File: config.mk
export PLATFORM = sky130hd
export DESIGN_NAME = phibin_pt_histogram
export DESIGN_NICKNAME = d
export VERILOG_FILES = /design/src/rtl/phibin_pt_histogram.sv
export SDC_FILE = /design/constraint.sdc
export NUM_CORES = 2
export LEC_CHECK = 0
export ABC_AREA = 1
export BUFFER_PORTS_ARGS = -buffer_cell sky130_fd_sc_hd__buf_2
export CORE_ASPECT_RATIO = 0.7
export CORE_MARGIN = 4
export CORE_UTILIZATION = 28
export CTS_CLUSTER_DIAMETER = 40
export DETAILED_ROUTE_END_ITERATION = 16
export GPL_ROUTABILITY_DRIVEN = 0
export PLACE_DENSITY_LB_ADDON = 0.12
export SLEW_MARGIN = 25
export SYNTH_ARGS = -nofsm -noshare
export SYNTH_HDL_FRONTEND = slang
export SYNTH_SLANG_ARGS = --single-unit
File: constraint.sdc
create_clock -name clk -period 2.4 [get_ports clk]
set_input_delay 0.36 -clock clk [delete_from_list [all_inputs] [get_ports clk]]
set_output_delay 0.36 -clock clk [all_outputs]
set_load 0.005 [all_outputs]
File: src/rtl/phibin_pt_histogram.sv
// Per-event phi-bin pT histogram.
// Accumulates saturating track pT sums per phi bin. On the event's last track it
// streams every bin sum out in bin order, clearing each bin as it is emitted.
module phibin_pt_histogram #(
   parameter int unsigned NBINS = 27,
   parameter int unsigned PT_W  = 16,
   parameter int unsigned SUM_W = 20,
   parameter int unsigned ERR_W = 8
) (
   input  logic             clk,
   input  logic             reset,
   input  logic             in_valid,
   output logic             in_ready,
   input  logic [4:0]       in_phi_bin,
   input  logic [PT_W-1:0]  in_pt,
   input  logic             in_last,
   output logic             out_valid,
   input  logic             out_ready,
   output logic [4:0]       out_bin,
   output logic [SUM_W-1:0] out_sum,
   output logic             out_last,
   output logic [ERR_W-1:0] err_drop
);

   localparam int unsigned BIN_W = 5;
   localparam int unsigned ACC_W = SUM_W + 1;
   localparam int unsigned CMP_W = BIN_W + 1;
   localparam logic [BIN_W-1:0] LAST_BIN = BIN_W'(NBINS - 1);

   typedef enum logic {
      ST_ACCUM = 1'b0,
      ST_DRAIN = 1'b1
   } state_e;

   state_e           state_q, state_d;
   logic [BIN_W-1:0] rd_ptr_q, rd_ptr_d;
   logic [SUM_W-1:0] sum_q [NBINS];
   logic [SUM_W-1:0] sum_d [NBINS];
   logic [ERR_W-1:0] err_q, err_d;

   logic bin_ok_c;
   logic accept_c;
   logic emit_c;
   logic at_last_bin_c;

   // Add a zero-extended pT to a bin sum; the carry-out clamps to all ones.
   function automatic logic [SUM_W-1:0] sat_add(input logic [SUM_W-1:0] a,
                                                 input logic [PT_W-1:0]  b);
      logic [ACC_W-1:0] t;
      t = ACC_W'(a) + ACC_W'(b);
      return t[SUM_W] ? {SUM_W{1'b1}} : t[SUM_W-1:0];
   endfunction

   // Handshake qualifiers; the bin check is one bit wider so NBINS=32 still works.
   always_comb begin
      bin_ok_c      = ({1'b0, in_phi_bin} < CMP_W'(NBINS));
      accept_c      = in_valid && in_ready;
      emit_c        = out_valid && out_ready;
      at_last_bin_c = (rd_ptr_q == LAST_BIN);
   end

   // Next-state, bin update and output decode.
   always_comb begin
      state_d   = state_q;
      rd_ptr_d  = rd_ptr_q;
      sum_d     = sum_q;
      err_d     = err_q;
      in_ready  = 1'b0;
      out_valid = 1'b0;
      out_bin   = '0;
      out_sum   = '0;
      out_last  = 1'b0;

      unique case (state_q)
         ST_ACCUM: begin
            in_ready = 1'b1;
            if (accept_c) begin
               if (bin_ok_c) begin
                  for (int i = 0; i < int'(NBINS); i++) begin
                     if (BIN_W'(i) == in_phi_bin) begin
                        sum_d[i] = sat_add(sum_q[i], in_pt);
                     end
                  end
               end else if (err_q != {ERR_W{1'b1}}) begin
                  err_d = err_q + ERR_W'(1);
               end
               if (in_last) begin
                  state_d  = ST_DRAIN;
                  rd_ptr_d = '0;
               end
            end
         end

         ST_DRAIN: begin
            out_valid = 1'b1;
            out_bin   = rd_ptr_q;
            out_sum   = sum_q[rd_ptr_q];
            out_last  = at_last_bin_c;
            if (emit_c) begin
               sum_d[rd_ptr_q] = '0;
               if (at_last_bin_c) begin
                  rd_ptr_d = '0;
                  state_d  = ST_ACCUM;
               end else begin
                  rd_ptr_d = rd_ptr_q + BIN_W'(1);
               end
            end
         end

         default: begin
            state_d = ST_ACCUM;
         end
      endcase
   end

   // State, read pointer and drop counter registers.
   always_ff @(posedge clk) begin
      if (!reset) begin
         state_q  <= ST_ACCUM;
         rd_ptr_q <= '0;
         err_q    <= '0;
      end else begin
         state_q  <= state_d;
         rd_ptr_q <= rd_ptr_d;
         err_q    <= err_d;
      end
   end

   // Bin accumulator registers.
   always_ff @(posedge clk) begin
      if (!reset) begin
         for (int i = 0; i < int'(NBINS); i++) begin
            sum_q[i] <= '0;
         end
      end else begin
         sum_q <= sum_d;
      end
   end

   assign err_drop = err_q;

endmodule

==> impl_metrics.env <==
export IMPL_nets=12839
export IMPL_clock_sinks=554
export IMPL_p_per_area_nw_per_um2=526
export IMPL_ys_ff_latch=554
export IMPL_drcViolationCount=0
export IMPL_hpwl_mm=251
export IMPL_min_period_over_period_pct=147
export IMPL_multi_input_area_sq_um=44900
export IMPL_combPwrFrac_pct=30.7
export IMPL_die_h_um=400
export IMPL_grt_overflow_total=0
export IMPL_hp_class="input pin to flip-flop"
export IMPL_grt_setup_unrepaired="true"
export IMPL_path_max_fanout=51
export IMPL_max_vdd_ir_drop_v=0.000504
export IMPL_status="finished, violations left"
export IMPL_synth_edf_count=0
export IMPL_whs_path_depth=5
export IMPL_pwr_share_clk_pct=45.5
export IMPL_synth_top_area_share_pct=20.6
export IMPL_coreArea_sq_um=218000
export IMPL_syn_inst=10861
export IMPL_ys_async_sr_fraction_pct=0
export IMPL_fin_skew_ns=0.0589
export IMPL_tightest_slew_ns=0.907
export IMPL_layout_setup_ws_ns=-1.13
export IMPL_clock_latency_ns=0.82
export IMPL_rows=143
export IMPL_wirelength_mm=328
export IMPL_synth_xor_area_share_pct=3.36
export IMPL_drt_pass1_iter_count=8
export IMPL_num_vias=80214
export IMPL_fin_setup_tns_ns=-21.34
export IMPL_netlist_area_sq_um=61600
export IMPL_worst_r2r_endpoint="sum_q[256]"
export IMPL_finalHoldViolCount=0
export IMPL_critPathCaptureType="primary output"
export IMPL_yosysWarnings=0
export IMPL_seqCellArea_sq_um=11100
export IMPL_swShare_pct=35.4
export IMPL_htree_levels=4
export IMPL_regToRegSetupSlack_ns=-0.05
export IMPL_synthFlopType="dfxtp_1"
export IMPL_cts_reportedPaths_clkPinSlew_ns=0.05
export IMPL_drive_above_1_share_pct=18.4
export IMPL_io_pins=62
export IMPL_grt_usage_pct=27.6
export IMPL_min_to="state_q"
export IMPL_drt_iter0_drc=8611
export IMPL_numCtsBuffers=138
export IMPL_critPathRequiredTime_ns=2.04
export IMPL_synth_compound_area_share_pct=22.1
export IMPL_synth_area_mux_share_pct=0
export IMPL_min_period_ns=3.53
export IMPL_p_leak_nw=42.7
export IMPL_mostFrequentLayoutCells="nand2_1 (3,341), buf_4 (1,528), inv_1 (1,211), a21oi_1 (1,069), nor2_1 (915)"
export IMPL_grt_pass1_wl_mm=482
export IMPL_seqPwrFrac_pct=23.8
export IMPL_synth_nets=11351
export IMPL_synth_cell_types=53
export IMPL_finalMaxSlewViolations=0
export IMPL_antenna_left=0
export IMPL_synth_area_leaders="nand2_1 (21%), dfxtp_1 (18%), ha_1 (8.9%)"
export IMPL_tritoncts="done"
export IMPL_antenna_found_initial=13
export IMPL_relSlewSlack_pct=39.5
export IMPL_holdCritStartpoint="in_valid"
export IMPL_die_x_um=568
export IMPL_cts_buffer_depth=4
export IMPL_violations="negative setup slack"
export IMPL_area_growth_pct=37.3
export IMPL_start_util_pct=28.3
export IMPL_r2r_start="rd_ptr_q[0]"
export IMPL_startpoint_type="flip-flop"
export IMPL_fillers=23635
export IMPL_drv_cap=0
export IMPL_reg2regPathDepth=14
export IMPL_internal_power_mw=28.8
export IMPL_syn_area_per_cell_sq_um=5.67
export IMPL_synth_simple_gate_area_share_pct=36.1
export IMPL_wl_per_cell_um=21.4
export IMPL_power_switching_mw=15.7
export IMPL_clockRootBuffer="clkbuf_16"
export IMPL_cp_data_arrival_time_ns=3.17
export IMPL_port_buffer_count=61
export IMPL_synthAdderAreaFrac_pct=9.76
export IMPL_setup_viol=34
export IMPL_die_area_sq_um=228000
export IMPL_dp_slack_ns=-0.752
export IMPL_vias_per_cell=5.23
export IMPL_grt_max_degree=116
export IMPL_final_common_cell="nand2_1"
export IMPL_synth_top_family_by_area="simple AND/OR/NAND/NOR gates"
export IMPL_synth_top_cell_by_area="nand2_1"
export IMPL_worstSetupPathType="flip-flop to primary output"
export IMPL_first_global_vias=73434
export IMPL_fmax_mhz=284
export IMPL_ys_seq_area_share_pct=18.0
-- synth_stat cells, drive strengths merged, types with 40 or more instances --
| cell type | n |
|---|---|
| nand2 | 3402 |
| inv | 1252 |
| a21oi | 1092 |
| nor2 | 951 |
| o21ai | 886 |
| nand3 | 872 |
| dfxtp | 554 |
| ha | 437 |
| a31oi | 337 |
| clkbuf | 213 |
| buf | 201 |
| xor2 | 155 |
| xnor2 | 81 |
| a22oi | 66 |
| o211ai | 59 |
| nor3 | 57 |
| nand4 | 51 |
| and2 | 40 |
-- area by class of cell --
class                           count  area share (%)
Clock buffer                      173            4.53
Multi-Input combinational cell   8640            53.1
Clock inverter                     63            1.10
Inverter                         1253            5.70
Tap cell                         2900            4.29
Antenna cell                        1         0.00296
Sequential cell                   554            13.1
Timing Repair Buffer             1762            18.1
-- state kept, by name, indices dropped and copies added (netlist names) --
name / flops
rd_ptr_q: 5
sum_q: 540
err_drop: 8
state_q: 1
-- worst max-delay path by stage --
stage                   to  slack (ns)  cells after the start         from
2_1_floorplan     sum_q[5]        0.26                     15     in_pt[0]
3_3_place_gp    out_sum[3]       -0.74                     10  rd_ptr_q[0]
3_5_place_dp    out_sum[3]       -0.75                     10  rd_ptr_q[0]
4_1_cts         out_sum[8]       -1.15                     12  rd_ptr_q[0]
5_1_grt         out_sum[8]       -1.23                     12  rd_ptr_q[0]
6_report       out_sum[15]       -1.13                      9  rd_ptr_q[0]
-- timing repair --
action,in CTS,in global routing
gates resized for setup,260,145
hold buffers,2,0
pin swaps,38,63
setup buffers,17,16
setup endpoints to repair,131,258
hold endpoints to repair,19,0
cloned,12,2
-- per-stage QoR --
| stage | instances | hold slack [ns] | instance area (sq um) | total power, mW | utilization (%) |
|---|---|---|---|---|---|
| 2_1_floorplan | 10861 | 0.450 | 61600 | 17.2 | - |
| 3_3_place_gp | 15068 | 0.443 | 77700 | 23.6 | 35.7 |
| 3_5_place_dp | 15068 | 0.464 | 77700 | 23.7 | 35.7 |
| 4_1_cts | 15334 | 0.0342 | 83900 | 44.5 | 38.5 |
| 5_1_grt | 15345 | 0.0786 | 84500 | 46.5 | 38.8 |
| 6_report | 15346 | 0.0703 | 84500 | 44.5 | 38.8 |
-- power groups by stage --
stage                     registers, mW  logic, mW  clock network (mW)
after global routing               10.6       14.9                21.0
after CTS                          10.5       13.3                20.6
after detailed placement           10.7       13.0                   0
after global placement             10.7       12.9                   0
final                              10.6       13.7                20.2
after floorplan                    10.3       6.94                   0
-- logic make-up after synthesis --
family | Yosys count
AO/OA/AOI/OAI | 2520
XOR/XNOR | 236
adder cells (fa/ha/maj) | 464
buffers and inverters | 1667
flip-flops | 554
AND/OR/NAND/NOR | 5420
-- worst max-delay path, stage by stage (launching register included) --
cell	delay [ns]
dfxtp_4	0.39
inv_8	0.10
buf_16	0.24
buf_4	0.20
nor2_1	0.05
o21ai_1	0.53
buf_4	0.22
a21oi_2	0.08
a21oi_2	0.28
buf_2	0.17
-- metal layers --
layer	global-route usage, %	wire [um]	share of wire [%]	up-vias
met5	0	0	0	-
met4	7.80	10800	3.3	0
met3	5.61	30200	9.2	474
met2	39.2	130000	40	3266
met1	41.4	157000	48	37490
li1	-	-	-	38984
(Power assumes the default switching activity.)
